## src/rtl/perst_pkg.sv

```systemverilog
// Shared state encoding for the slot PERST# receiver.
// State values are visible to the BMC through oState.
package perst_pkg;

  localparam int ST_W = 2;

  typedef logic [ST_W-1:0] st_t;

  localparam st_t ST_RESET    = 2'd0;
  localparam st_t ST_CORE_DLY = 2'd1;
  localparam st_t ST_IO_DLY   = 2'd2;
  localparam st_t ST_RUN      = 2'd3;

endpackage

```

## src/rtl/perst_rx_filter.sv

```systemverilog
// Two-flop synchronizer plus saturating deassertion filter.
// A short high pulse that dies before qualification is flagged.
module perst_rx_filter #(
  parameter int FILT_CYC = 4
) (
  input  logic clk,
  input  logic rst,
  input  logic din,
  output logic sync,
  output logic qual,
  output logic glitch
);

  localparam int FW = 8;
  localparam logic [FW-1:0] FMAX = FW'(FILT_CYC);

  logic          s1;
  logic          s2;
  logic [FW-1:0] cnt;

  always_ff @(posedge clk) begin
    if (rst) begin
      s1  <= 1'b0;
      s2  <= 1'b0;
      cnt <= '0;
    end else begin
      s1 <= din;
      s2 <= s1;
      if (!s2) begin
        cnt <= '0;
      end else if (cnt != FMAX) begin
        cnt <= cnt + 1'b1;
      end
    end
  end

  assign sync   = s2;
  assign qual   = (cnt == FMAX);
  // cnt still holds the run length on the cycle sync falls
  assign glitch = !s2 && (cnt != '0) && (cnt < FMAX);

endmodule

```

## src/rtl/perst_rx.sv

```systemverilog
// Slot PERST# receiver: qualifies PERST#/power-good, enforces
// minimum assertion, and releases core then IO reset in sequence.
module perst_rx
  import perst_pkg::*;
#(
  parameter int FILT_CYC       = 4,
  parameter int MIN_ASSERT_CYC = 200000,
  parameter int CORE_DLY_CYC   = 200,
  parameter int IO_DLY_CYC     = 2000,
  parameter int CNT_W          = 20
) (
  input  logic             iClk,
  input  logic             iRst,
  input  logic             RST_PCIE_DEV_PERST_N,
  input  logic             PWRGD_LOCAL,
  input  logic             iClrErr,
  output logic             oRST_CORE_N,
  output logic             oRST_IO_N,
  output logic [ST_W-1:0]  oState,
  output logic             oGlitch,
  output logic             oEarlyErr
);

  localparam logic [CNT_W-1:0] MIN_LD  = CNT_W'(MIN_ASSERT_CYC);
  // delay states last exactly N cycles, counter ends at 0
  localparam logic [CNT_W-1:0] CORE_LD = CNT_W'(CORE_DLY_CYC - 1);
  localparam logic [CNT_W-1:0] IO_LD   = CNT_W'(IO_DLY_CYC - 1);

  logic             s_perst;
  logic             q_perst;
  logic             q_perst_d;
  logic             glitch_evt;
  logic             pg1;
  logic             s_pg;
  st_t              state;
  st_t              state_nxt;
  logic [CNT_W-1:0] cnt;
  logic [CNT_W-1:0] cnt_nxt;
  logic [CNT_W-1:0] cnt_dec;
  logic             expired;
  logic             assert_rst;
  logic             early_evt;
  logic             core_nxt;
  logic             io_nxt;

  perst_rx_filter #(
    .FILT_CYC (FILT_CYC)
  ) u_filt (
    .clk    (iClk),
    .rst    (iRst),
    .din    (RST_PCIE_DEV_PERST_N),
    .sync   (s_perst),
    .qual   (q_perst),
    .glitch (glitch_evt)
  );

  always_ff @(posedge iClk) begin
    if (iRst) begin
      pg1       <= 1'b0;
      s_pg      <= 1'b0;
      q_perst_d <= 1'b0;
    end else begin
      pg1       <= PWRGD_LOCAL;
      s_pg      <= pg1;
      q_perst_d <= q_perst;
    end
  end

  always_ff @(posedge iClk) begin
    if (iRst) begin
      state <= ST_RESET;
      cnt   <= MIN_LD;
    end else begin
      state <= state_nxt;
      cnt   <= cnt_nxt;
    end
  end

  assign expired    = (cnt == '0);
  assign cnt_dec    = expired ? '0 : cnt - 1'b1;
  assign assert_rst = !s_perst || !s_pg;

  always_comb begin
    state_nxt = state;
    cnt_nxt   = cnt;
    if (assert_rst) begin
      state_nxt = ST_RESET;
      cnt_nxt   = (state == ST_RESET) ? cnt_dec : MIN_LD;
    end else begin
      unique case (state)
        ST_RESET: begin
          if (q_perst && expired) begin
            state_nxt = ST_CORE_DLY;
            cnt_nxt   = CORE_LD;
          end else begin
            cnt_nxt = cnt_dec;
          end
        end
        ST_CORE_DLY: begin
          if (expired) begin
            state_nxt = ST_IO_DLY;
            cnt_nxt   = IO_LD;
          end else begin
            cnt_nxt = cnt_dec;
          end
        end
        ST_IO_DLY: begin
          if (expired) begin
            state_nxt = ST_RUN;
          end else begin
            cnt_nxt = cnt_dec;
          end
        end
        ST_RUN: begin
          state_nxt = ST_RUN;
        end
      endcase
    end
  end

  always_comb begin
    core_nxt = (state_nxt == ST_IO_DLY) || (state_nxt == ST_RUN);
    io_nxt   = (state_nxt == ST_RUN);
  end

  // host released early while min-assert still running
  assign early_evt = (state == ST_RESET) && q_perst
                  && !q_perst_d && !expired;

  always_ff @(posedge iClk) begin
    if (iRst) begin
      oRST_CORE_N <= 1'b0;
      oRST_IO_N   <= 1'b0;
      oGlitch     <= 1'b0;
      oEarlyErr   <= 1'b0;
    end else begin
      oRST_CORE_N <= core_nxt;
      oRST_IO_N   <= io_nxt;
      oGlitch     <= glitch_evt || (oGlitch && !iClrErr);
      oEarlyErr   <= early_evt || (oEarlyErr && !iClrErr);
    end
  end

  assign oState = state;

endmodule

```

## config.mk

```make
export PLATFORM = sky130hd
export DESIGN_NAME = perst_rx
export DESIGN_NICKNAME = d
export VERILOG_FILES = /design/src/rtl/perst_pkg.sv /design/src/rtl/perst_rx_filter.sv /design/src/rtl/perst_rx.sv
export SDC_FILE = /design/constraint.sdc
export NUM_CORES = 1
export LEC_CHECK = 0
export BUFFER_PORTS_ARGS = -buffer_cell sky130_fd_sc_hd__clkbuf_2
export CAP_MARGIN = 15
export CORE_MARGIN = 5
export CORE_UTILIZATION = 55
export DETAILED_ROUTE_END_ITERATION = 16
export MAX_ROUTING_LAYER = met4
export PLACE_DENSITY = 0.81
export SLEW_MARGIN = 20
export SYNTH_ARGS = -nofsm -noshare
export SYNTH_HDL_FRONTEND = slang
export SYNTH_SLANG_ARGS = --single-unit
```

## constraint.sdc

```tcl
create_clock -name iClk -period 2.85 [get_ports iClk]
set_clock_uncertainty 0.15 [all_clocks]
set_input_delay 0.285 -clock iClk [delete_from_list [all_inputs] [get_ports iClk]]
set_output_delay 0.285 -clock iClk [all_outputs]
set_load 0.02 [all_outputs]
```

==> results of run 1 <==
## cell usage in the layout, fill, tap and decap left out, types with 5 or more instances in the layout
master	count
nor3_1	12
nor2_1	26
nand3_1	13
or4_1	9
xnor2_1	7
nand2_1	9
buf_4	8
o21ai_0	11
nand2b_1	6
o31ai_1	5
a21oi_1	25
dfxtp_1	39
clkbuf_8	6
inv_1	15
and3_1	5
clkbuf_2	10
ha_1	8
nand4_1	6
xor2_1	5
## stage by stage
| stage | hold WS, ns | worst slack, ns | instances |
|---|---|---|---|
| 2_1_floorplan | 0.2632 | 0.2183 | 274 |
| 3_3_place_gp | 0.2685 | 0.3577 | 330 |
| 3_5_place_dp | 0.2782 | 0.3402 | 330 |
| 4_1_cts | 0.05026 | 0.3219 | 337 |
| 5_1_grt | 0.05095 | 0.1442 | 337 |
| 6_report | 0.04463 | 0.3607 | 337 |
## layout make-up
class / count / area share, %
clock buffers: 6 / 3.290
inverters: 15 / 2.243
clock inverters: 1 / 0.1994
flip-flops and latches: 39 / 31.11
well taps: 50 / 2.493
multi-input cells: 208 / 56.28
repair buffers: 18 / 4.387
## power breakdown
part | switching [mW] | internal (mW) | leakage, nW | total, mW
Sequential | 0.0279 | 0.563 | 0.317 | 0.591
Combinational | 0.0797 | 0.0544 | 0.577 | 0.134
Clock | 0.185 | 0.190 | 0.0470 | 0.375
## sequential cells by signal, summed over array words and instances (netlist names)
name         cells
cnt             20
u_filt.cnt       8
oState           2
oEarlyErr        1
oGlitch          1
oRST_CORE_N      1
oRST_IO_N        1
pg1              1
q_perst_d        1
s_pg             1
u_filt.s1        1
u_filt.sync      1
## kinds of logic (layout without fill, tap and decap cells)
group | Yosys count | after routing
XOR/XNOR | 12 | 12
buffers and inverters | 27 | 40
adder cells (fa/ha/maj) | 8 | 8
flip-flops | 39 | 39
AND/OR/NAND/NOR | 114 | 114
AO/OA/AOI/OAI | 73 | 73
multiplexers | 1 | 1
## final timing paths
path	startpoint	to	slack, ns	cells past startpoint
max	cnt[11]	cnt[0]	0.36	5
min	PWRGD_LOCAL	pg1	0.04	2
max reg2reg	cnt[11]	cnt[0]	0.36	5
min reg2reg	pg1	s_pg	0.29	1
## worst max-delay path, delay by kind of cell, from the launching register on
kind | cells | cell delay [ns]
DFF | 1 | 0.36
and+or+nand+nor | 3 | 1.48
AOI/OAI and AO/OA | 2 | 0.40
## layer usage
| metal | part of all wire (%) | routed length, um |
|---|---|---|
| met1 | 46 | 2375 |
| met2 | 46 | 2410 |
| met3 | 7.1 | 368 |
| met4 | 1.0 | 52 |
| met5 | 0 | 0 |
## what timing repair did
action                                  CTS  global route
setup buffers                             0             0
endpoints found under the setup margin    0             1
gates resized for setup                   0             1
==> out/metrics.csv, run 1 <==
stage;metric;value;unit
route;Via density;6.193;
synthesis;Yosys reg bits;39;
synthesis;Synth Area in Simple Gates;29.53;%
synthesis;EDFF count, synth;0;
floorplanning;I/O pin cnt;11;
placement;post-place instance area;2416;um2
power;P per Cell Area;438.1;nW/um2
clocking;Clock Tree Buf Depth;2;
clocking;clock tree sinks;39;
global_route;largest net degree at the start of global routing;23;
timing;Achievable Freq;401.7;MHz
route;vias;2087;
timing;period utilization;87.34;%
placement;Port Buffers;10;
cells_and_area;P&R area growth vs syn;7.908;%
synthesis;Post-Synth Adder-Cell Area;4.303;%
cells_and_area;count of nets after finishing;300;
route;1st-iter DRT viols;210;
cells_and_area;utilization after layout;61.86;%
synthesis;cell types with the highest counts after synthesis;dfxtp_1 (39), nor2_1 (26), a21oi_1 (25), inv_1 (15), nand3_1 (13);
global_route;met2 Usage GRT;29.50;%
global_route;vias in the first global route;1915;
synthesis;Synth area leader;dfxtp_1;
timing;post-layout min period;2.489;ns
floorplanning;Chip Height;75.03;um
global_route;GRT Resource Usage Total;20.94;%
setup_path;worst endpoint data arrival time;2.54;ns
synthesis;Syn. warnings;0;
synthesis;asr flop ratio synth;0;%
global_route;gr busiest metal;met2;
timing;Max Slew Vio Count;0;
route;Wirelength per Cell;15.45;um
power;Peak VDD IR;360.8;uV
synthesis;Synth area leaders;dfxtp_1 (34%), a21oi_1 (5.4%), ha_1 (4.3%), nor2_1 (4.2%), or4_1 (2.9%);
synthesis;multiplexer share of the synthesized area;0.4303;%
route;DRC;0;
route;Pre-Repair DR Iteration Count;4;
cells_and_area;area occupied by registers;780.7;um2
placement;GPL Wtd Cong;0.9301;
global_route;total congestion overflow;0;
hold_path;Hold Path Class;in2reg;
timing;setup TNS;0;ns
synthesis;syn nets;287;
clocking;worst-skew pair later-pin latency;0.29;ns
setup_path;CP endpoint kind;flip-flop;
setup_path;crit start category;flip-flop;
clocking;TritonCTS clock tree;done;
timing;Final setup viols;0;
clocking;CTS H-tree lvls;2;
floorplanning;Starting Density;57.32;%
clocking;clock buffer count from CTS;5;
global_route;met3 usage;5.474;%
clocking;Root Driver;clkbuf_8;
timing;Worst Max-Slew Pin Slew;0.5692;ns
floorplanning;row count;23;
setup_path;Crit-path slowest cell;or4_1;
setup_path;critical path cell sequence;or4_1, nor4_4, and2_1, a21boi_0, o41ai_2;
floorplanning;chip width;75.03;um
setup_path;WP data required;2.90;ns
synthesis;Top FF cell, synth;dfxtp_1;
synthesis;Synth top area share;33.57;%
cells_and_area;Fill cells;350;
clocking;Post-CTS Hold Fix Bufs;0;
synthesis;top-count cell post-synth;dfxtp_1;
route;DRT antenna net count;0;
timing;RSZ-0062 raised after global routing;false;
synthesis;Synth Area in Compound Gates;21.68;%
cells_and_area;area of the multi-input gates;1413;um2
power;P_leak;0.9411;nW
synthesis;XOR/XNOR share of the synthesized area;4.519;%
cells_and_area;n_diodes;0;
synthesis;Seq/Total Area, Yosys;33.57;%
timing;Hold Vio Cnt, Final;0;
global_route;initial antenna violation count;0;
timing;max_slew headroom;61.51;%
placement;detailed placement HPWL;3732;um
route;Routed WL;5207;um
global_route;first-pass GRT wire length;8825;um
synthesis;count of unique library cells instantiated by Yosys;58;
floorplanning;Core ar.;4058;um2
synthesis;post-synthesis cell area;2326;um2
global_route;met1 GRT Util;28.84;%
flow_run;max cap viols;0;
cells_and_area;layout cells sized above 1;14.63;%
synthesis;Mapped Cells;274;
power;Pwr Total;1.100;mW
status;status;finished, final reports clean;
cells_and_area;Post-Layout Inst Area;2510;um2
setup_path;Max Fanout on Critical Path;7;
setup_path;Worst path max stage delay;0.71;ns
synthesis;Syn Area/Cell;8.489;um2
floorplanning;die area;5630;um2
clocking;Worst-path clk slew;0.07;ns
synthesis;largest family of logic cells by synthesized area;simple AND/OR/NAND/NOR gates;
setup_path;Setup Crit Path Kind;reg2reg;
(Power assumes the default switching activity.)
==> run 2, diff against run 1 <==
GPL_TIMING_DRIVEN = 0   (was not set)
==> run 2 against run 1 <==
Net effect: cell count increased by 1.5%; sequential power about the same; clock-buffer cell count unchanged; worst hold slack got worse by 0.00068 ns; combinational power increased by 9.7%; utilization increased by 1.8 points; sequential share of layout area decreased by 0.89 points.
==> out/metrics.csv, run 2 (synthesis results as in run 1) <==
stage;metric;value;unit;change
cells_and_area;Top reg by flops;cnt;;
placement;Port Buffers;10;;unchanged
floorplanning;Core ar.;4058;um2;unchanged
route;1st-iter DRT viols;136;;-35%
timing;Achievable Freq;387.5;MHz;-3.5%
route;Via density;6.213;;+0.33%
placement;detailed placement HPWL;3896;um;+4.4%
timing;period utilization;90.56;%;+3.2 points
setup_path;CP endpoint kind;flip-flop;;
power;P per Cell Area;495.5;nW/um2;+13%
clocking;Clock Tree Buf Depth;2;;unchanged
power;Peak VDD IR;329.8;uV;-8.6%
route;DRT antenna net count;0;;unchanged
clocking;Post-CTS Hold Fix Bufs;0;;unchanged
floorplanning;row count;23;;unchanged
route;Routed WL;5365;um;+3.0%
global_route;GRT Resource Usage Total;21.63;%;+0.69 points
hold_path;hold path startpoint;PWRGD_LOCAL;;
cells_and_area;Largest register FFs;20;;unchanged
cells_and_area;count of nets after finishing;304;;+1.3%
global_route;first-pass GRT wire length;9197;um;+4.2%
floorplanning;die area;5630;um2;unchanged
clocking;TritonCTS clock tree;done;;
clocking;worst-skew pair later-pin latency;0.30;ns;about the same
floorplanning;I/O pin cnt;11;;unchanged
global_route;total congestion overflow;0;;unchanged
global_route;largest net degree at the start of global routing;13;;-43%
setup_path;Setup Crit Path Kind;reg2reg;;
power;P_leak;0.9686;nW;+2.9%
setup_path;crit start category;flip-flop;;
cells_and_area;n_diodes;0;;unchanged
setup_path;crit path from;oState[1];;
setup_path;Max Fanout on Critical Path;10;;+3
floorplanning;chip width;75.03;um;unchanged
cells_and_area;layout cells sized above 1;14.04;%;-0.59 points
placement;GPL Wtd Cong;0.9382;;+0.87%
flow_run;max cap viols;0;;unchanged
hold_path;Hold Path Class;in2reg;;
setup_path;WP data required;2.88;ns;-0.02 ns
clocking;CTS H-tree lvls;2;;unchanged
timing;post-layout min period;2.581;ns;+0.09162 ns
timing;Worst Max-Slew Pin Slew;0.7589;ns;+0.1897 ns
cells_and_area;P&R area growth vs syn;11.08;%;
timing;RSZ-0062 raised after global routing;false;;
floorplanning;Chip Height;75.03;um;unchanged
status;status;finished, final reports clean;;
setup_path;RR Startpoint;oState[1];;
route;Pre-Repair DR Iteration Count;4;;unchanged
cells_and_area;utilization after layout;63.68;%;+1.8 points
floorplanning;Starting Density;57.32;%;unchanged
timing;Max Slew Vio Count;0;;unchanged
global_route;initial antenna violation count;0;;unchanged
power;Pwr Total;1.280;mW;+16%
timing;Hold Vio Cnt, Final;0;;unchanged
route;Wirelength per Cell;15.69;um;+1.5%
cells_and_area;most frequent cells in the layout;dfxtp_1 (39), nor2_1 (26), a21oi_1 (25);;
route;vias;2125;;+1.8%
global_route;vias in the first global route;1990;;+3.9%
clocking;Worst-path clk slew;0.07;ns;about the same
route;DRC;0;;unchanged
clocking;clock tree sinks;39;;unchanged
timing;Final setup viols;0;;unchanged
clocking;clock buffer count from CTS;5;;unchanged
cells_and_area;commonest non-fill, non-tap cell in the layout;dfxtp_1;;
setup_path;worst endpoint data arrival time;2.61;ns;+0.07 ns
timing;max_slew headroom;48.72;%;-13 points
clocking;Root Driver;clkbuf_8;;
==> run 2: changes by cell type in the layout (fill, tap and decap cells not counted), moves of 2 or more <==
cell | previous run | this run
buf_2 | 0 | 2
buf_4 | 8 | 1
buf_6 | 0 | 2
bufinv_16 | 0 | 2
clkbuf_1 | 0 | 6
==> run 2: worst max-delay path, stage by stage (launching register included) <==
cell	delay [ns]
dfxtp_1	0.44
inv_1	0.11
ha_1	0.31
clkbuf_2	0.19
or3b_2	0.53
o21bai_2	0.29
a21oi_1	0.12
o21bai_4	0.25
nor2_1	0.08
==> run 2: per-stage QoR <==
| step | setup TNS [ns] | instances | worst slack, ns | hold WS [ns] | area, um2 |
|---|---|---|---|---|---|
| 6_report | 0 | 342 | 0.2691 | 0.04395 | 2584 |
| 4_1_cts | 0 | 342 | 0.07567 | 0.04649 | 2575 |
| 2_1_floorplan | 0 | 274 | 0.2183 | 0.2632 | 2326 |
| 3_5_place_dp | -0.4416 | 334 | -0.07651 | 0.2813 | 2439 |
| 3_3_place_gp | -0.2966 | 334 | -0.04585 | 0.2668 | 2439 |
| 5_1_grt | 0 | 342 | 0.1082 | 0.05058 | 2584 |
==> run 2: final timing paths <==
path	slack, ns	cells after the start	to
worst max-delay path	0.27	8	cnt[4]
worst min-delay path	0.04	2	pg1
worst max register to register	0.27	8	cnt[4]
worst min register to register	0.29	1	s_pg
==> run 2: cell type report <==
class	count	area [um2]
Fill cell	350	1474
Clock buffer	6	72.57
Buffer	12	83.83
Sequential cell	39	780.7
Timing Repair Buffer	10	50.05
Multi-Input combinational cell	208	1418
Inverter	15	56.30
Tap cell	50	62.56
Clock inverter	2	60.06
==> run 2: routing by layer <==
metal,up-vias,track usage (%),part of all wire [%]
li1,1059,-,-
met1,986,27.76,45
met2,69,33.46,48
met3,11,4.806,6.2
met4,0,7.510,1.6
met5,-,-,0
==> run 2: timing repair <==
action,in CTS,in global routing
gates resized for setup,1,3
gates cloned,0,0
buffers inserted,0,0
setup endpoints to repair,8,10
==> run 2: power by group <==
part / switching (mW) / internal (mW)
Combinational: 0.0873 / 0.0602
Clock: 0.194 / 0.350
Sequential: 0.0265 / 0.563
